## src/rtl/block_accum_pkg.sv

```systemverilog
// Shared definitions for the block accumulator: controller states,
// default parameter values and the input sample width.
package block_accum_pkg;

   typedef enum logic {
      ACCUM = 1'b0,
      HOLD  = 1'b1
   } state_t;

   localparam int BLOCK_LEN_DEF = 4;
   localparam int ACC_W_DEF     = 10;
   localparam int DIN_W         = 9;

endpackage

```

## src/rtl/block_accum_if.sv

```systemverilog
// Sample-in / block-sum-out handshake bundle for block_accum.
// master = upstream/downstream environment, slave = the accumulator.
interface block_accum_if
   import block_accum_pkg::*;
#(
   parameter int ACC_W = ACC_W_DEF
);

   logic             in_valid;
   logic             in_ready;
   logic [DIN_W-1:0] in_data;
   logic             out_valid;
   logic             out_ready;
   logic [ACC_W-1:0] out_data;
   logic             out_ovf;

   modport master (
      output in_valid,
      output in_data,
      output out_ready,
      input  in_ready,
      input  out_valid,
      input  out_data,
      input  out_ovf
   );

   modport slave (
      input  in_valid,
      input  in_data,
      input  out_ready,
      output in_ready,
      output out_valid,
      output out_data,
      output out_ovf
   );

endinterface

```

## src/rtl/block_accum_sat_add.sv

```systemverilog
// sat_add: adds a signed DIN_W-bit sample to a signed ACC_W-bit running sum
// and flags overflow of the ACC_W-bit result.
// Macro BLOCK_ACCUM_SAT_EN: clamp to the signed range on overflow;
// otherwise the result wraps (two's complement low ACC_W bits).
module sat_add
   import block_accum_pkg::*;
#(
   parameter int ACC_W = ACC_W_DEF
) (
   input  logic [ACC_W-1:0] a,
   input  logic [DIN_W-1:0] b,
   output logic [ACC_W-1:0] sum,
   output logic             ovf
);

   localparam logic [ACC_W-1:0] MAX_VAL = {1'b0, {(ACC_W-1){1'b1}}};
   localparam logic [ACC_W-1:0] MIN_VAL = {1'b1, {(ACC_W-1){1'b0}}};

   logic [ACC_W:0] sum_ext;

   // One guard bit wide add; overflow when the guard and sign bits disagree
   always_comb begin
      sum_ext = {a[ACC_W-1], a} + {{(ACC_W+1-DIN_W){b[DIN_W-1]}}, b};
      ovf     = sum_ext[ACC_W] ^ sum_ext[ACC_W-1];
      sum     = sum_ext[ACC_W-1:0];
`ifdef BLOCK_ACCUM_SAT_EN
      if (ovf) begin
         sum = sum_ext[ACC_W] ? MIN_VAL : MAX_VAL;
      end
`endif
   end

endmodule

```

## src/rtl/block_accum.sv

```systemverilog
// block_accum: sums BLOCK_LEN signed samples into one ACC_W-bit block sum,
// presents it with a sticky overflow flag and holds it until taken.
// Macro BLOCK_ACCUM_SAT_EN (in sat_add) selects saturating instead of wrapping adds.
module block_accum
   import block_accum_pkg::*;
#(
   parameter int BLOCK_LEN = BLOCK_LEN_DEF,
   parameter int ACC_W     = ACC_W_DEF
) (
   input  logic         clk,
   input  logic         rst,
   block_accum_if.slave bus
);

   localparam int               CNT_W = $clog2(BLOCK_LEN) + 1;
   localparam logic [CNT_W-1:0] LAST  = CNT_W'(BLOCK_LEN - 1);

   state_t           state;
   logic [ACC_W-1:0] acc;
   logic [CNT_W-1:0] cnt;
   logic             ovf_flag;
   logic             in_ready_r;
   logic             out_valid_r;

   logic [ACC_W-1:0] add_sum;
   logic             add_ovf;

   sat_add #(
      .ACC_W(ACC_W)
   ) u_sat_add (
      .a  (acc),
      .b  (bus.in_data),
      .sum(add_sum),
      .ovf(add_ovf)
   );

   // Accumulate / hold controller with registered handshake outputs
   always_ff @(posedge clk or posedge rst) begin
      if (rst) begin
         state       <= ACCUM;
         acc         <= '0;
         cnt         <= '0;
         ovf_flag    <= 1'b0;
         in_ready_r  <= 1'b1;
         out_valid_r <= 1'b0;
      end else begin
         case (state)
            ACCUM: begin
               if (bus.in_valid) begin
                  acc      <= add_sum;
                  ovf_flag <= ovf_flag | add_ovf;
                  cnt      <= cnt + CNT_W'(1);
                  if (cnt == LAST) begin
                     state       <= HOLD;
                     in_ready_r  <= 1'b0;
                     out_valid_r <= 1'b1;
                  end
               end
            end
            HOLD: begin
               if (bus.out_ready) begin
                  state       <= ACCUM;
                  acc         <= '0;
                  cnt         <= '0;
                  ovf_flag    <= 1'b0;
                  in_ready_r  <= 1'b1;
                  out_valid_r <= 1'b0;
               end
            end
            default: begin
               state       <= ACCUM;
               acc         <= '0;
               cnt         <= '0;
               ovf_flag    <= 1'b0;
               in_ready_r  <= 1'b1;
               out_valid_r <= 1'b0;
            end
         endcase
      end
   end

   assign bus.in_ready  = in_ready_r;
   assign bus.out_valid = out_valid_r;
   assign bus.out_data  = acc;
   assign bus.out_ovf   = ovf_flag;

endmodule

```

## src/flat_wrapper.sv

```systemverilog
// flat-port wrapper written by rule: the top's interface ports become plain ports
module block_accum_flat import block_accum_pkg::*;
#(
   parameter int BLOCK_LEN = BLOCK_LEN_DEF,
   parameter int ACC_W     = ACC_W_DEF
)
  (clk, rst, bus_in_valid, bus_in_data, bus_out_ready, bus_in_ready, bus_out_valid, bus_out_data, bus_out_ovf);
  block_accum_if #(.ACC_W(ACC_W)) bus_i ();
  input  logic clk;
  input  logic rst;
  input wire logic [$bits(bus_i.in_valid)-1:0] bus_in_valid;
  input wire logic [$bits(bus_i.in_data)-1:0] bus_in_data;
  input wire logic [$bits(bus_i.out_ready)-1:0] bus_out_ready;
  output wire logic [$bits(bus_i.in_ready)-1:0] bus_in_ready;
  output wire logic [$bits(bus_i.out_valid)-1:0] bus_out_valid;
  output wire logic [$bits(bus_i.out_data)-1:0] bus_out_data;
  output wire logic [$bits(bus_i.out_ovf)-1:0] bus_out_ovf;
  assign bus_i.in_valid = bus_in_valid;
  assign bus_i.in_data = bus_in_data;
  assign bus_i.out_ready = bus_out_ready;
  assign bus_in_ready = bus_i.in_ready;
  assign bus_out_valid = bus_i.out_valid;
  assign bus_out_data = bus_i.out_data;
  assign bus_out_ovf = bus_i.out_ovf;
  block_accum #(.BLOCK_LEN(BLOCK_LEN), .ACC_W(ACC_W)) u_core (.clk(clk), .rst(rst), .bus(bus_i));
endmodule
```

## config.mk

```make
export PLATFORM = sky130hd
export DESIGN_NAME = block_accum_flat
export DESIGN_NICKNAME = d
export VERILOG_FILES = /design/src/rtl/block_accum_pkg.sv /design/src/rtl/block_accum_if.sv /design/src/rtl/block_accum_sat_add.sv /design/src/rtl/block_accum.sv /design/src/flat_wrapper.sv
export SDC_FILE = /design/constraint.sdc
export NUM_CORES = 1
export LEC_CHECK = 0
export CORE_MARGIN = 4
export CORE_UTILIZATION = 50
export CTS_BUF_LIST = sky130_fd_sc_hd__clkbuf_4
export CTS_CLUSTER_DIAMETER = 150
export CTS_CLUSTER_SIZE = 14
export DETAILED_ROUTE_END_ITERATION = 12
export PLACE_DENSITY_LB_ADDON = 0.12
export SLEW_MARGIN = 20
export SYNTH_ARGS = -nofsm -noshare
export SYNTH_HDL_FRONTEND = slang
export SYNTH_SLANG_ARGS = --single-unit
```

## constraint.sdc

```tcl
create_clock -name clk -period 3.25 [get_ports clk]
set_input_delay 0.65 -clock clk [delete_from_list [all_inputs] [get_ports clk]]
set_output_delay 0.65 -clock clk [all_outputs]
set_load 0.02 [all_outputs]
```

==> metrics.yaml, run 1 <==
sta:
  rsz0062_at_grt: "no"
  worst_slew_pin_slew_ns: 0.6771
  period_needed_ns: 2.556
  fmax_mhz: 391.2
  setup_viol: 0
  hold_viol_final: 0
  fin_skew_ns: 0.004071
  drv_slew: 0
  slew_headroom: 0.5481
  min_period_over_period: 0.7865
  setup_tns_ns: 0
clocking:
  postCtsSetupRepairBufs: 0
  clock_path_buffers: 2
  clock_latency_ns: 0.30
  htreeDepth: 1
  clk_pin_slew_worst_paths_ns: 0.12
  clkSinkCount: 17
  cts-buffers-inserted: 3
  cts_root_buffer: "clkbuf_4"
  post_cts_resized: 0
  cts_tree: "done"
  cts_hold_buf: 0
flow_run:
  max_cap_violations: 0
cells_and_area:
  final_layout_size_suffix_gt1_frac: 0.07432
  antenna_cells: 0
  nets: 175
  area.growth.synth_to_final_pct: 27.78
  stdcell_count: 175
synthesis:
  synth_area_um2: 1126
  synth_top_area_frac: 0.3556
  syn_avg_cell_area_um2: 9.306
  synth_fa_ha_area_frac: 0.1511
  synth_area_leaders: "dfrtp_1 36%, ha_1 13%, nand2_1 6.0%"
  syn_inst: 121
  muxShareOfSynthArea: 0.008889
  yosys.area_share.simple: 0.1811
  yosysTopAreaCell: "dfrtp_1"
  syn-num-nets: 147
  synth_seq_cells: 17
  yosysWarningCount: 0
  yosysSeqAreaShare: 0.3789
  synth_top_family_by_area: "compound AO/OA/AOI/OAI gates"
  synthDistinctLibCells: 36
  synth_compound_area_frac: 0.2289
  synth_xor_area_frac: 0.02333
grt:
  antenna_found_initial: 0
  grt_start_max_net_pins: 18
  grt_pass1_vias: 979
  grt_first_pass_wirelength_um: 4229
  grt_usage: 0.1680
  grt_overflow: 0
critical_path:
  crit_type: "in -> reg"
  required_ns: 3.44
  cp_top_family: "compound AO/OA/AOI/OAI gates"
  crit_chain: "clkdlybuf4s50_1 -> ha_1 -> inv_1 -> fa_1 -> nand2b_1 -> a21oi_1 -> nor2_1 -> o2111a_1 -> a221o_1"
  path_buf_inv: 2
  max_stage_delay_ns: 0.46
  cp_data_arrival_time_ns: 2.75
  critPathMaxFanout: 4
  end_kind: "flip-flop"
  slowest_stage: "clkdlybuf4s50_1"
  worst_setup_path_start_kind: "input pin"
die:
  die_w_um: 55.46
  dieArea_um2: 3075
  std_cell_rows: 16
  io_pins: 26
  initial_core_util: 0.5515
  die_y_um: 55.46
  core_um2: 2042
placed_design:
  dp_hpwl_um: 1856
  portBuffers: 25
  dp_cells: 171
  gp_congestion: 0.8512
power_and_ir_drop:
  power_leakage_nw: 0.6390
  total_power_mw: 1.382
  p_per_area_nw_per_um2: 960.8
  peakVddDrop_mv: 0.5918
run_status:
  status: "complete, no violations"
routing:
  dr_total_vias: 986
  dr.pass1.iters: 4
  wl_um: 2502
  via_per_inst: 5.634
  wl_per_cell_um: 14.30
  drt_iter0_drc: 25
  drc: 0
  ant_nets: 0
hold_path:
  hold_class: "reg -> reg"
-- layout make-up --
cell class	count	area (um2)
clock buffers	3	22.52
repair buffers	26	257.7
well taps	27	33.78
flip-flops and latches	17	426.7
fillers	181	603.1
clock inverters	1	7.507
inverters	5	18.77
multi-input cells	96	671.9
-- where the power goes --
part | total [mW] | switching, mW | internal [mW]
sequential | 0.400 | 0.0822 | 0.318
clock | 0.124 | 0.0775 | 0.0468
combinational | 0.858 | 0.460 | 0.398
total | 1.38 | 0.620 | 0.763
-- cell usage in the layout (no fill, tap or decap), types with 2 or more instances in the layout --
cell type	synthesis	final
clkdlybuf4s50_1	0	25
nand2_1	18	18
dfrtp_1	16	16
ha_1	12	12
o21ai_0	11	11
nor2_1	7	7
a21oi_1	6	5
inv_1	5	5
nand2b_1	4	4
a21oi_2	3	4
a21o_1	4	4
xor2_1	3	3
clkbuf_4	0	3
nor3b_1	2	2
nand3b_1	2	2
or3_1	2	2
nand3_1	2	2
a22o_1	2	2
a32o_1	2	2
-- final timing paths --
kind	start	endpoint	slack [ns]	cells after the start
worst min register to register	u_core.bus.in_ready	u_core.bus.in_ready	0.51	2
worst max-delay path	bus_in_data[0]	u_core.bus.out_data[8]	0.69	9
worst min-delay path	u_core.bus.in_ready	u_core.bus.in_ready	0.51	2
min in group asynchronous	rst	u_core.bus.out_data[0]	0.73	2
max in group asynchronous	rst	u_core.bus.out_data[7]	2.09	2
worst max register to register	u_core.bus.out_data[0]	u_core.bus.out_data[8]	1.08	8
-- flip-flops by register name, summed over array words and instances, names as in the netlist --
| signal | flops |
|---|---|
| u_core.cnt | 3 |
| u_core.state | 1 |
| u_core.bus.out_valid | 1 |
| u_core.bus.in_ready | 1 |
| u_core.bus.out_ovf | 1 |
| u_core.bus.out_data | 10 |
-- per-stage QoR --
stage | hold slack [ns] | setup slack, ns | util | instance area [um2]
floorplan | 0.4498 | 1.025 | - | 1126
global placement | 0.4636 | 0.4593 | 0.6881 | 1405
detailed placement | 0.4918 | 0.4080 | 0.6881 | 1405
CTS | 0.5076 | 0.7189 | 0.7028 | 1435
global route | 0.5296 | 0.5605 | 0.7047 | 1439
finish | 0.5088 | 0.6937 | 0.7047 | 1439
-- cells in the mapped netlist (all sizes together) --
library cell	number
a211oi	1
a21boi	1
a21o	4
a21oi	9
a221o	1
a22o	2
a32o	2
and3	1
buf	1
clkbuf	2
dfrtp	16
dfstp	1
fa	1
ha	12
inv	5
mux2i	1
nand2	18
nand2b	4
nand3	2
nand3b	2
nand4	1
nor2	7
nor2b	1
nor3	1
nor3b	2
nor4b	1
o2111a	1
o2111ai	1
o211ai	1
o21ai	11
o221ai	1
o31a	1
o31ai	1
or3	2
xor2	3
-- worst register-to-register path, stage by stage, from the launching register on --
cell      delay, ns
dfrtp_1        0.40
ha_1           0.19
inv_1          0.06
fa_1           0.37
nand2b_1       0.19
a21oi_1        0.21
nor2_1         0.13
o2111a_1       0.26
a221o_1        0.25
-- metal layers --
metal  vias to the layer above  wire length (um)  GRT usage
li1                        494                 -          -
met1                       464              1202     0.2282
met2                        24              1155     0.2601
met3                         4               116    0.02564
met4                         0                27    0.07986
met5                         -                 0          0
-- logic make-up after synthesis --
family / Yosys count
flops: 17
buf+inv: 8
fa+ha+maj: 13
mux: 1
compound gates: 37
xor+xnor: 3
simple gates: 42
Power figures use the tool's default switching activity.
==> run 2: changes to the inputs <==
- CORE_UTILIZATION: 50 -> 46
- clock period: 3.25 -> 2.2 ns (I/O delays scaled with it)
==> run 2 against run 1 <==
  * Die area up 7.4%
  * Critical path depth unchanged
  * Flip-flop and latch count unchanged
  * Sequential power up 48%
  * Clock skew up 0.0066 ns
  * Hold slack worse by 0.0064 ns
  * Clock power up 50%
  * Critical path type unchanged
  * Register-to-register slack worse by 0.84 ns
==> metrics.yaml, run 2 (synthesized netlist as in run 1, its figures left out) <==
run_status:
  status: "complete, no violations"
sta:
  rsz0062_at_grt: "no"
  drv_slew: 0
  hold_viol_final: 0
  fmax_mhz: 471.6
  worst_slew_pin_slew_ns: 0.6904
  setup_viol: 0
  fin_skew_ns: 0.01065
  slew_headroom: 0.5392
  min_period_over_period: 0.9638
  period_needed_ns: 2.120
  setup_tns_ns: 0
placed_design:
  portBuffers: 25
  dp_hpwl_um: 2176
  placed_area_um2: 1549
  gp_congestion: 0.8168
  dp_cells: 191
die:
  die_w_um: 57.48
  dieArea_um2: 3303
  initial_core_util: 0.4948
  io_pins: 26
  core_um2: 2276
  die_y_um: 57.48
  std_cell_rows: 17
cells_and_area:
  final_cell_mix: "25 x clkdlybuf4s50_1, 20 x buf_4, 18 x nand2_1, 16 x dfrtp_1, 12 x ha_1"
  largest_reg_flops: 10
  stdcell_count: 195
  antenna_cells: 0
  nFillCells: 176
  final_layout_size_suffix_gt1_frac: 0.1916
  layout_commonest_cell: "clkdlybuf4s50_1"
  final_area_um2: 1600
  area.growth.synth_to_final_pct: 42.11
  nets: 194
routing:
  drc: 0
  wl_um: 2816
  via_per_inst: 5.569
  ant_nets: 0
  drt_iter0_drc: 31
  dr.pass1.iters: 4
  wl_per_cell_um: 14.44
  dr_total_vias: 1086
grt:
  antenna_found_initial: 0
  grt_pass1_vias: 1146
  grt_overflow: 0
  grt_usage: 0.1860
  grt_start_max_net_pins: 18
  grt_first_pass_wirelength_um: 4919
hold_path:
  hold_class: "reg -> reg"
  hold_path_depth: 2
  min_from: "u_core.cnt[2]"
  hold_end: "u_core.cnt[2]"
clocking:
  cts_tree: "done"
  cts-buffers-inserted: 3
  cts_hold_buf: 0
  clkSinkCount: 17
  clock_path_buffers: 2
  cts_root_buffer: "clkbuf_4"
  clock_latency_ns: 0.31
  postCtsSetupRepairBufs: 0
  clk_pin_slew_worst_paths_ns: 0.12
  htreeDepth: 1
critical_path:
  end_kind: "flip-flop"
  r2r-end: "u_core.bus.out_data[8]"
  worst_setup_path_start_kind: "input pin"
  crit_type: "in -> reg"
  required_ns: 2.41
  cp_data_arrival_time_ns: 2.33
  regToRegStartpoint: "u_core.bus.out_data[0]"
  r2r_setup_slack_ns: 0.24
  critPathMaxFanout: 2
  rr_worst_depth: 8
power_and_ir_drop:
  power_leakage_nw: 0.7401
  p_per_area_nw_per_um2: 1434
  total_power_mw: 2.295
  peakVddDrop_mv: 0.8319
flow_run:
  max_cap_violations: 0
[run 2: changes by cell type in the layout (fill, tap and decap cells not counted)]
| cell | previous run | this run |
|---|---|---|
| fa_2 | 0 | 1 |
| nand2b_1 | 4 | 3 |
| a21oi_4 | 0 | 1 |
| buf_4 | 1 | 20 |
| nand2b_4 | 0 | 1 |
| fa_1 | 1 | 0 |
| a21oi_2 | 4 | 3 |
[run 2: area by class of cell]
cell class	instances	area [um2]	area share
Clock inverter	1	7.507	0.004691
Multi-Input combinational cell	96	689.4	0.4308
Clock buffer	3	22.52	0.01407
Tap cell	28	35.03	0.02189
Timing Repair Buffer	45	400.4	0.2502
Inverter	5	18.77	0.01173
Sequential cell	17	426.7	0.2666
[run 2: routing by layer]
layer	track usage	part of all wire	vias up
met2	0.3194	0.49	25
met5	0	0	-
met4	0.07285	0.024	0
met1	0.2354	0.46	517
li1	-	-	536
met3	0.02262	0.029	8
[run 2: metrics by stage]
step | utilization | hold WS [ns] | setup slack, ns
floorplan | - | 0.3653 | 0.1143
global placement | 0.6806 | 0.4610 | -0.2993
detailed placement | 0.6806 | 0.4793 | -0.3641
CTS | 0.6954 | 0.5068 | 0.005193
global route | 0.7031 | 0.5343 | 0.01338
finish | 0.7031 | 0.5024 | 0.07972
[run 2: what timing repair did]
action,4_1_cts,5_1_grt
pin swaps,0,1
resized for setup,1,3
setup endpoints to repair,2,3
[run 2: power breakdown]
group          internal (mW)  switching (mW)  leakage (nW)  total, mW
clock                 0.0693           0.117        0.0139      0.186
combinational          0.767           0.750         0.522       1.52
sequential             0.469           0.123         0.205      0.592
total                   1.31           0.990         0.740       2.30
[run 2: how the worst max path moves through the flow]
stage,from,end,cells after the start
after floorplan,u_core.bus.out_data[0],u_core.bus.out_data[8],8
after global placement,bus_in_data[0],u_core.bus.out_data[8],9
after detailed placement,bus_in_data[0],u_core.bus.out_data[8],9
after CTS,bus_in_data[0],u_core.bus.out_ovf,10
after global routing,bus_in_data[0],u_core.bus.out_ovf,10
final,bus_in_data[0],u_core.bus.out_data[8],9
[run 2: critical path, cell delays in order]
cell,delay [ns]
clkdlybuf4s50_1,0.46
ha_1,0.15
inv_1,0.06
fa_2,0.34
nand2b_4,0.16
a21oi_4,0.15
nor2_1,0.07
o2111a_1,0.24
a221o_1,0.25
==> variant 1, RTL diff (settings of run 2) <==
Build with the macro `BLOCK_ACCUM_SAT_EN` defined.
--- a/src/rtl/block_accum_sat_add.sv
+++ b/src/rtl/block_accum_sat_add.sv
@@ -2,6 +2,8 @@
 // and flags overflow of the ACC_W-bit result.
 // Macro BLOCK_ACCUM_SAT_EN: clamp to the signed range on overflow;
 // otherwise the result wraps (two's complement low ACC_W bits).
+`define BLOCK_ACCUM_SAT_EN
+
 module sat_add
    import block_accum_pkg::*;
 #(
Behaviour: not the same (Yosys sat finds a counterexample within 4 cycles, from zero or initial values and one cycle with rst high).
==> variant 1 against run 2 <==
Total power is 48% higher; hold slack got worse by 4.2 ps; final area is 26% higher; sequential cell count unchanged; count of clock-buffer cells in the layout is 1 higher; core utilization increased by 10 points; area after synthesis rose by 7.2%; clock power about the same; worst setup slack got worse by 73 ps; routed wire length up 32%.
==> variant 1: results <==
metrics = {
    "clock_tree": {
        "clk_path_buf_depth": 2,
        "clk-insertion-delay-late_ps": 290,
        "cts_root_buf": "clkbuf_4",
        "cts.clk_slew.worst_paths_ps": 110,
        "cts_made_buffers": 3,
        "cts_sinks": 17,
        "htree_num_levels": 1,
    },
    "final_layout": {
        "nNonClkBuffers": 61,
        "largest_reg_flops": 10,
        "num-fill-cells": 158,
        "sh_seq_area": 0.213,
        "multi_input_area_um2": 966,
        "inverters": 5,
        "n_antenna_cell": 0,
        "multi_input_comb_cells": 108,
        "n_clock_buffer": 4,
        "layout.nonclk_buf_frac": 0.264,
        "nets": 222,
        "clock_area_frac": 0.0149,
        "drive_above_1_share": 0.385,
    },
    "pwr": {
        "power_leakage_nw": 0.884,
        "vdd_drop_max_uv": 1080,
    },
    "global_route": {
        "grt_max_degree": 18,
        "grt_use_total": 0.210,
        "globalRouteOverflowTotal": 0,
        "antenna_found_initial": 0,
        "grt_pass1_vias": 1248,
        "grt_first_pass_wirelength_um": 5600,
    },
    "detailed_routing": {
        "totalWireLength_um": 3710,
        "drt_iter0_drc": 54,
        "vias_per_cell": 5.64,
        "drt_first_pass_iters": 4,
        "route.detailed.drc": 0,
    },
    "synth": {
        "synth-xor-area-share": 0.0642,
        "synth_fa_ha_area_frac": 0.141,
        "synthMuxAreaShare": 0.00829,
        "synth-seq-area-share": 0.353,
        "ys_types": 31,
        "synthTopCellsByCount": "a21oi_1, dfrtp_1, ha_1, nand2_1, o21ai_0",
        "ys.flop_type": "dfrtp_1",
        "synth-compound-area-share": 0.284,
        "synthesis.nets": 158,
        "avgSynthCellArea_um2": 9.15,
        "synthArstFlopShare": 1.00,
        "yosys_warnings": 0,
        "synth.area.top_cells": "dfrtp_1, a21oi_1, ha_1, nand2_1, xnor2_1",
    },
    "worst_setup_path": {
        "critPathMaxStageDelay_ps": 500,
        "worstPathArrival_ps": 2400,
        "worst_path_max_delay_cell": "clkdlybuf4s50_1",
        "critPathTopFamily": "compound AO/OA/AOI/OAI gates",
        "crit_fanout": 6,
    },
    "placed_design": {
        "finalWeightedCongestion": 0.862,
        "io_buffer_count": 25,
        "dpl_cell_area_um2": 1710,
        "hpwl_um": 2520,
    },
    "sta": {
        "slew_headroom": 0.550,
        "finClkSkew_ps": 9.81,
    },
    "min_path": {
        "hp-class": "reg -> reg",
    },
    "status": {
        "status": "finished, final reports clean",
    },
}
## variant 1: routing by layer
metal | vias to the layer above | share of wire | global-route usage
met3 | 6 | 0.051 | 0.0196
met1 | 614 | 0.43 | 0.264
met5 | - | 0 | 0
met4 | 0 | 0.020 | 0.0841
li1 | 612 | - | -
met2 | 38 | 0.50 | 0.363
## variant 1: final timing paths
kind / start / to / slack, ps / cells after the start
worst max-delay path: bus_in_data[2] / u_core.bus.out_data[1] / 6 / 9
min in group asynchronous: rst / u_core.bus.out_data[5] / 540 / 2
worst min register to register: u_core.bus.out_ovf / u_core.bus.out_ovf / 500 / 2
max in group asynchronous: rst / u_core.bus.out_data[0] / 1190 / 2
worst min-delay path: u_core.bus.out_ovf / u_core.bus.out_ovf / 500 / 2
worst max register to register: u_core.bus.out_data[0] / u_core.bus.out_data[1] / 20 / 10
## variant 1: through the flow
| stage | instances | util | setup WS (ps) | setup TNS, ps | hold slack, ps |
|---|---|---|---|---|---|
| 6_report | 225 | 0.805 | 6.28 | 0 | 498 |
| 5_1_grt | 225 | 0.805 | -52.1 | -270 | 520 |
| 4_1_cts | 222 | 0.746 | 18.3 | 0 | 500 |
| 3_5_place_dp | 211 | 0.685 | -612 | -6100 | 476 |
| 3_3_place_gp | 211 | 0.685 | -478 | -4780 | 462 |
| 2_1_floorplan | 132 | - | 29.5 | 0 | 365 |
## variant 1: what timing repair did
item,CTS,global route
pin swaps,8,7
endpoints found under the setup margin,10,10
setup buffers,6,3
gates cloned,1,0
gates resized for setup,14,24
## variant 1: power by group
group | total (mW) | internal, mW | switching (mW) | leakage [nW]
clock | 0.186 | 0.0828 | 0.103 | 0.0184
combinational | 2.58 | 1.34 | 1.24 | 0.664
sequential | 0.637 | 0.474 | 0.163 | 0.202
total | 3.40 | 1.90 | 1.51 | 0.884
==> variant 2, RTL diff (flow settings as in run 2) <==
Without the edit above. Reset style: synchronous (`rst`), changed in one clocked block.
--- a/src/rtl/block_accum.sv
+++ b/src/rtl/block_accum.sv
@@ -35,7 +35,7 @@
    );
 
    // Accumulate / hold controller with registered handshake outputs
-   always_ff @(posedge clk or posedge rst) begin
+   always_ff @(posedge clk) begin
       if (rst) begin
          state       <= ACCUM;
          acc         <= '0;
Formal check against the unedited RTL: differs if rst is asserted again (counterexample within 4 cycles, from zero or initial values and one cycle with rst high); with rst held inactive, the same outputs for 10 cycles.
==> variant 2 against run 2 <==
Area after synthesis up 0.89%; final area increased by 0.47%; routed wire length up 4.8%; sequential cell count unchanged; count of clock-buffer cells in the layout unchanged; worst setup slack got worse by 22 ps; maximum frequency fell by 1.0%; register-to-register slack better by 30 ps; critical endpoint is now u_core.bus.out_data[6]; highest routed layer unchanged.
Power is not compared: it rests on default switching activity, and its combinational part moved more than twofold at a synthesized area within 25%.
==> variant 2: results <==
metrics = {
    "status": {
        "status": "finished, final reports clean",
    },
    "synth": {
        "synthArstFlopShare": 0,
        "synth.area.top_cells": "dfxtp_1, ha_1, nor2_1, a21oi_1, a21o_1",
        "avgSynthCellArea_um2": 8.23,
        "ys_types": 43,
        "synth_fa_ha_area_frac": 0.150,
        "synth-xor-area-share": 0.00771,
        "synth-compound-area-share": 0.254,
        "synthMuxAreaShare": 0.00881,
        "synth-seq-area-share": 0.300,
        "synthesis.nets": 164,
        "ys.flop_type": "dfxtp_1",
    },
    "placed_design": {
        "hpwl_um": 2250,
        "dpl_cell_area_um2": 1540,
        "post-place-ws_ps": -444,
    },
    "final_layout": {
        "multi_input_comb_cells": 110,
        "num-fill-cells": 185,
        "clock_area_frac": 0.0171,
        "inverters": 6,
        "stdcell_area_um2": 1610,
        "layout.nonclk_buf_frac": 0.249,
        "final_cells": 210,
        "seq_cell_count": 17,
        "sh_seq_area": 0.212,
    },
    "global_route": {
        "use_met2": 0.332,
        "grt_use_total": 0.190,
        "grt_first_pass_wirelength_um": 5050,
        "grt_pass1_vias": 1173,
        "met1_usage": 0.230,
    },
    "clock_tree": {
        "cts_setup_buffers": 1,
    },
    "sta": {
        "slew_headroom": 0.673,
    },
    "detailed_routing": {
        "wl_met1_um": 1320,
        "totalWireLength_um": 2950,
    },
}
## variant 2: changes by cell type after synthesis, moves of 3 or more
cell / delta
and4_1: +3
dfxtp_1: +17
xor2_1: -3
a21oi_1: +8
a22oi_1: +4
o21ai_0: -9
nor2_1: +12
dfrtp_1: -16
o21ai_1: +3
nand2_1: -11
## variant 2: power by group through the flow
stage | Combinational, mW | Clock, mW | Sequential [mW]
after floorplan | 0.178 | 0 | 0.395
after CTS | 0.384 | 0.186 | 0.361
after global placement | 0.364 | 0 | 0.365
final | 0.389 | 0.183 | 0.361
after global routing | 0.425 | 0.201 | 0.366
after detailed placement | 0.372 | 0 | 0.368
## variant 2: final timing paths
kind                                             start                     end  slack (ps)  cells past startpoint
worst max-delay path                    bus_in_data[0]  u_core.bus.out_data[6]          60                      9
worst min-delay path            u_core.bus.out_data[5]  u_core.bus.out_data[5]         490                      2
worst max register to register  u_core.bus.out_data[0]      u_core.bus.out_ovf         270                     10
worst min register to register  u_core.bus.out_data[5]  u_core.bus.out_data[5]         490                      2
